--- src/rtl/icap_bitstream_loader.sv ---
// Streams 32-bit bitstream words from a valid/ready source into a configuration
// access port (ICAP), buffering through a small FIFO and framing the write sequence.
module icap_bitstream_loader #(
  parameter int FIFO_DEPTH = 16,
  parameter bit BIT_SWAP   = 1'b1
) (
  input  logic        clk,
  input  logic        rst,
  input  logic        start,
  input  logic [23:0] word_count,
  input  logic        abort,
  input  logic [31:0] s_data,
  input  logic        s_valid,
  output logic        s_ready,
  output logic        icap_csb,
  output logic        icap_rdwrb,
  output logic [31:0] icap_i,
  input  logic        icap_busy,
  output logic        active,
  output logic        done,
  output logic        err,
  output logic [23:0] words_sent
);

  localparam int AW = $clog2(FIFO_DEPTH);
  localparam logic [AW:0] DEPTH = (AW+1)'(FIFO_DEPTH);

  localparam logic [2:0] IDLE   = 3'd0;
  localparam logic [2:0] SETUP  = 3'd1;
  localparam logic [2:0] STREAM = 3'd2;
  localparam logic [2:0] HOLD   = 3'd3;
  localparam logic [2:0] FINISH = 3'd4;

  logic [2:0]    state;
  logic [23:0]   count_q;
  logic [23:0]   accepted;
  logic          aborted;
  logic [31:0]   mem [FIFO_DEPTH];
  logic [AW-1:0] wr_ptr;
  logic [AW-1:0] rd_ptr;
  logic [AW:0]   occ;
  logic          abort_hit;
  logic          push;
  logic          pop;
  logic          flush;
  logic [31:0]   issue_word;

  // Byte 0 sits in [31:24]; ICAP expects each byte with its bits mirrored.
  function automatic logic [31:0] bit_swap(input logic [31:0] w);
    logic [31:0] r;
    r = '0;
    for (int b = 0; b < 4; b++)
      for (int k = 0; k < 8; k++)
        r[8*b+k] = w[8*b+7-k];
    return r;
  endfunction

  assign abort_hit  = abort && (state == SETUP || state == STREAM);
  assign s_ready    = (state == STREAM) && (occ != DEPTH) && (accepted < count_q);
  assign push       = s_valid && s_ready && !abort_hit;
  // Pop looks only at registered occupancy, so an empty FIFO never bypasses a push.
  assign pop        = (state == STREAM) && !abort_hit && (occ != '0) && !icap_busy;
  assign flush      = abort_hit || (state == IDLE && start);
  assign issue_word = BIT_SWAP ? bit_swap(mem[rd_ptr]) : mem[rd_ptr];

  assign active = (state != IDLE);
  assign done   = (state == FINISH) && !aborted;

  // NOTE: buffer storage is deliberately not reset; occupancy and pointers alone
  // define which entries are meaningful, and resetting the array costs a flop mux per bit.
  always_ff @(posedge clk) begin
    if (push) mem[wr_ptr] <= s_data;
  end

  // NOTE: every sequential assignment is non-blocking so all flops sample the
  // pre-edge values, independent of statement order within the block.
  always_ff @(posedge clk or posedge rst) begin
    if (rst) begin
      wr_ptr <= '0;
      rd_ptr <= '0;
      occ    <= '0;
    end else if (flush) begin
      wr_ptr <= '0;
      rd_ptr <= '0;
      occ    <= '0;
    end else begin
      if (push) wr_ptr <= wr_ptr + 1'b1;
      if (pop)  rd_ptr <= rd_ptr + 1'b1;
      occ <= occ + (AW+1)'(push) - (AW+1)'(pop);
    end
  end

  always_ff @(posedge clk or posedge rst) begin
    if (rst) begin
      state      <= IDLE;
      count_q    <= '0;
      accepted   <= '0;
      words_sent <= '0;
      aborted    <= 1'b0;
      icap_csb   <= 1'b1;
      icap_rdwrb <= 1'b1;
      icap_i     <= '0;
      err        <= 1'b0;
    end else begin
      err      <= 1'b0;
      icap_csb <= 1'b1;
      if (push) accepted <= accepted + 24'd1;
      case (state)
        IDLE: begin
          if (start) begin
            if (word_count == 24'd0) begin
              err <= 1'b1;
            end else begin
              state      <= SETUP;
              count_q    <= word_count;
              accepted   <= '0;
              words_sent <= '0;
              aborted    <= 1'b0;
              icap_rdwrb <= 1'b0;
            end
          end
        end
        SETUP: begin
          state <= abort ? HOLD : STREAM;
          if (abort) begin
            err     <= 1'b1;
            aborted <= 1'b1;
          end
        end
        STREAM: begin
          if (abort) begin
            state   <= HOLD;
            err     <= 1'b1;
            aborted <= 1'b1;
          end else if (words_sent == count_q) begin
            // Last word has already had its CSB-low cycle; close the frame.
            state <= HOLD;
          end
          if (pop) begin
            icap_i     <= issue_word;
            icap_csb   <= 1'b0;
            words_sent <= words_sent + 24'd1;
          end
        end
        HOLD: begin
          state      <= FINISH;
          icap_rdwrb <= 1'b1;
        end
        FINISH:  state <= IDLE;
        default: state <= IDLE;
      endcase
    end
  end

endmodule

--- config.mk ---
export PLATFORM = sky130hd
export DESIGN_NAME = icap_bitstream_loader
export DESIGN_NICKNAME = d
export VERILOG_FILES = /design/src/rtl/icap_bitstream_loader.sv
export SDC_FILE = /design/constraint.sdc
export NUM_CORES = 1
export LEC_CHECK = 0
export CELL_PAD_IN_SITES_DETAIL_PLACEMENT = 1
export CELL_PAD_IN_SITES_GLOBAL_PLACEMENT = 1
export CORE_MARGIN = 5
export CORE_UTILIZATION = 56
export DETAILED_ROUTE_END_ITERATION = 8
export PLACE_DENSITY = 0.8
export SETUP_SLACK_MARGIN = 0.02
export SYNTH_ARGS = -nofsm -noshare
export SYNTH_HDL_FRONTEND = slang
export SYNTH_SLANG_ARGS = --single-unit
export TNS_END_PERCENT = 20
--- constraint.sdc ---
create_clock -name clk -period 12.9 [get_ports clk]
set_input_delay 2.58 -clock clk [delete_from_list [all_inputs] [get_ports clk]]
set_output_delay 2.58 -clock clk [all_outputs]
set_load 0.01 [all_outputs]
* Word-level counts from Yosys, hierarchy flattened
Memories as Yosys holds them, arrays and structs flattened. A register that Yosys moved wholly into a read port is not among the register bits. Cells that the tools add are included.
Operators by class: $add $sub $neg 6, order comparisons 1, equality and inequality tests 11, multiplexer cells 32, bitwise operators 1, reductions and logical operators 31
Operators with widths (count):
- $mux W24 | 7
- $add A24 B1 Y24 const B | 2
- $pmux W24 S2 | 1
- $eq A24 B24 Y1 | 1
- $logic_not A24 Y1 | 1
- $lt A24 B24 Y1 | 1
- $mux W4 | 4
- $mux W3 | 4
- $pmux W3 S4 | 1
- $mux W1 | 11
- $logic_and A1 B1 Y1 | 10
- $reduce_bool A2 Y1 | 5
- $reduce_and A3 Y1 | 3
- $add A4 B1 Y4 const B | 2
- $reduce_and A4 Y1 | 2
- $eq A3 B2 Y1 const B | 2
- $ne A2 B2 Y1 const B | 3
- $pmux W1 S2 | 3
- $add A5 B1 Y5 | 1
- $mux W5 | 1
- $ne A5 B5 Y1 const B | 1
- $reduce_bool A5 Y1 | 1
- $sub A5 B1 Y5 | 1
- $eq A3 B1 Y1 const B | 1
- other kinds (10) | 13
Word-level totals: register bits after elaboration 92, bits in writable memories 512, output and inout bits 62, logic and storage cells 94, memories 1
Memories:
- mem | words 16, bits a word 32, rd ports 1, clocked after Yosys merged registers in 1, wr ports 1, line 38 | logic [31:0] mem [FIFO_DEPTH];

* Logic depth before layout (Yosys ltp)
depth after elaboration 9, depth in mapped cells 22

* Least setup slack after synthesis
No wires, ideal clock.
path type input-to-reg, from in abort, to reg occ[4], setup time 77 ps, arrival 5094 ps, data required time 12823 ps, slack 7728 ps, stages 19, path buffers 4, path through nor2b_1 > nand2b_1 > and3_1 > clkbuf_1 > and2_4 > buf_12 > inv_6 > buf_6 > buf_2 > ha_1 > inv_1 > ha_1 > inv_1 > fa_1 > inv_1 > a21oi_1 > nor2_1 > or3_1 > a21oi_1
Between the ends: word-level cells in the longest chain between the ends 7
Ends and longest elaborated chain:
- from (decl) | line 11 | input logic abort,
- $logic_and A1 B1 Y1 * | line 58 | assign abort_hit = abort && (state == SETUP || state == STREAM);
- branches (longest 5 deep; another with $add A5 B1 Y5)
- $mux W5 * | line 82 | end else if (flush) begin
- to (signal assigned) | line 89 | occ <= occ + (AW+1)'(push) - (AW+1)'(pop);
- to (decl) | line 41 | logic [AW:0] occ;
Mark *: on every way between the ends. A chain may end at the register's enable or synchronous reset.

* Worst setup path in the final report
from reg count_q[2], to out s_ready
Between the ends: word-level cells in the longest chain between the ends 2
Ends and longest elaborated chain:
- from (decl) | line 35 | logic [23:0] count_q;
- from (signal assigned) | line 115 | count_q <= word_count;
- $lt A24 B24 Y1 | line 59 | assign s_ready = (state == STREAM) && (occ != DEPTH) && (accepted < count_q);
- $logic_and A1 B1 Y1 | line 59
- to (decl) | line 14 | output logic s_ready,
No other way between the ends.

==> flow_summary.ini <==
[critical_path]
worstSetupStartpointType = register
worstSetupPathType = register to output pin
cp-end-kind = output pin
cp_max_fo = 9
required_ps = 10320
critPathArrivalTime_ps = 3230

[job]
cap_violations = 0

[yosys]
synth_flop_cell = edfxtp_1
yosys.area.top_type_share = 0.596
synth_edf_count = 512
syn-mean-instance-area_um2 = 18.4
ys_seq_area_frac = 0.716
yosysWarningCount = 0
post-synth-top-count-cell = edfxtp_1
syn-instance-count = 1405
synth.distinct_cells = 56
ys_top_cells_by_count = 512 x edfxtp_1, 151 x mux4_2, 122 x dfrtp_1, 69 x nand2_1, 49 x nor2_1
async_flop_share = 0.195
synthesis.area_mm2 = 0.0258
syn_nets = 1504
ys_seq_elements = 636
synthTopCellsByArea = edfxtp_1 60%, mux4_2 13%, dfrtp_1 12%
yosysTopAreaCell = edfxtp_1

[clock_network]
cts_buffers = 67
cts_tree = yes
clock_path_buffers = 3
clockRootBuffer = clkbuf_16
cts_sinks = 636
ctsHoldBuffers = 0
clkSlewWorstSetupHoldPaths_ps = 60
postCtsResizedCells = 0
clk_latency_ps = 590
htree_levels = 3
postCtsSetupRepairBufs = 0

[floorplan]
placementRows = 78
initial_utilization = 0.568
die_y_um = 225
die-area_mm2 = 0.0505
core_area_mm2 = 0.0455
ios = 124
chipWidth_um = 225

[sta]
rsz0062_at_grt = false
drv_slew = 0
hold_violations = 0
slew_headroom = 0.205
setup_viol = 0
fin_hold_ws_ps = 500
setup_tns_ps = 0
timing.fmax_mhz = 172
period_needed_ps = 5810
worst_pin_slew_ps = 1190
clock_skew_ps = 19.9
finalCritPeriodShare = 0.450

[detailed_routing]
wl_um = 64300
drc = 0
wire_per_inst_um = 29.3
firstDrtPassIters = 5
dr_total_vias = 13860
drt_iter0_markers = 1289
ant_nets = 0
via_per_inst = 6.31

[place]
port-buffer-count = 123
place_congestion = 0.834
place_area_mm2 = 0.0277
hpwl_um = 36200

[grt]
grt_pass1_wl_um = 97500
grt_usage = 0.259
grt_antenna_before_repair = 3
first_global_vias = 15136
grt.overflow.total = 0
grt_max_degree = 64

[final_layout]
area_growth_pct = 16.1
fin_nets = 1643
insertedDiodeCount = 0
nFillCells = 3830
fin_area_mm2 = 0.0300
drive_gt1_frac = 0.205

[power]
p_per_area_mw_per_mm2 = 180
p_leak_nw = 10.1
vdd_drop_max_mv = 0.181
finalPower_mw = 5.40

[min_path]
hp-class = register to register

[outcome]
status = finished, final reports clean
-- worst paths after layout --
check / from / end / slack, ps / cells past startpoint
max: count_q[2]$_DFFE_PP0P_ / s_ready / 7090 / 8
min: icap_i[24]$_DFFE_PP0P_ / icap_i[24]$_DFFE_PP0P_ / 500 / 2
max reg2reg: count_q[11]$_DFFE_PP0P_ / mem[7][30]$_DFFE_PP_ / 8660 / 10
min reg2reg: icap_i[24]$_DFFE_PP0P_ / icap_i[24]$_DFFE_PP0P_ / 500 / 2
max in group asynchronous: rst / icap_i[27]$_DFFE_PP0P_ / 9020 / 3
min in group asynchronous: rst / words_sent[9]$_DFFE_PP0P_ / 2490 / 2
-- critical path, cell delays in order, from the launching register on --
cell and delay, ps:
dfrtp_1 390, inv_1 100, ha_1 320, a211o_1 260
a31oi_1 170, o221ai_1 180, a211oi_4 420, and2_1 240
clkdlybuf4s50_1 550
-- where the power goes --
part / total, mW / switching [mW] / internal (mW)
clock network: 2.02 / 0.790 / 1.23
registers: 2.49 / 0.133 / 2.35
logic: 0.902 / 0.473 / 0.429
total: 5.40 / 1.40 / 4.01
-- flip-flops by register name, indices dropped and copies added (netlist names) --
| register | flops |
|---|---|
| count_q | 24 |
| occ | 5 |
| icap_rdwrb | 1 |
| aborted | 1 |
| err | 1 |
| state | 3 |
| rd_ptr | 4 |
| icap_i | 32 |
| wr_ptr | 4 |
| mem | 512 |
| icap_csb | 1 |
| words_sent | 24 |
| accepted | 24 |
-- cell families after synthesis --
kind of cell / count (synthesis) / share of synthesized area
compound gates: 116 / 0.0288
xor+xnor: 57 / 0.0193
fa+ha+maj: 37 / 0.0182
buf+inv: 108 / 0.0175
flops: 636 / 0.716
mux: 192 / 0.149
simple gates: 259 / 0.0512
-- placed cells by master, fill, tap and decap left out, types with 8 or more instances in the layout --
cell type	n
a21oi_1	32
and2_2	8
and3_1	10
buf_4	14
bufinv_16	9
clkbuf_1	12
clkbuf_16	73
clkdlybuf4s50_1	123
clkinv_1	11
clkinv_2	8
dfrtp_1	119
edfxtp_1	512
ha_1	36
inv_1	37
mux2_2	28
mux2i_1	13
mux4_2	151
nand2_1	69
nand3_1	24
nand4_1	25
nor2_1	48
nor3_1	13
nor4_1	9
o21ai_0	40
o221ai_1	10
o31ai_1	9
or3_1	11
or4_1	11
xnor2_1	32
xor2_1	25
-- stage by stage --
step | cells | util | setup WS (ps)
2_1_floorplan | 1405 | - | 7020
3_3_place_gp | 2075 | 0.608 | 7360
3_5_place_dp | 2075 | 0.608 | 7120
4_1_cts | 2196 | 0.659 | 7020
5_1_grt | 2196 | 0.659 | 6950
6_report | 2196 | 0.659 | 7090
-- cell type report --
| cell class | instances | area (µm²) | share of cell area |
|---|---|---|---|
| flip-flops and latches | 636 | 18500 | 0.617 |
| multi-input cells | 661 | 6910 | 0.231 |
| clock buffers | 88 | 1910 | 0.0639 |
| repair buffers | 137 | 1340 | 0.0446 |
| well taps | 600 | 751 | 0.0251 |
| clock inverters | 33 | 393 | 0.0131 |
| inverters | 41 | 164 | 0.00547 |
-- routing by layer --
metal / GRT usage / up-vias / share of wire
met2: 0.443 / 503 / 0.52
met1: 0.347 / 7371 / 0.40
met3: 0.0415 / 109 / 0.056
met5: 0 / - / 0.00044
met4: 0.0858 / 6 / 0.030
li1: - / 5871 / -
Power figures use the tool's default switching activity.
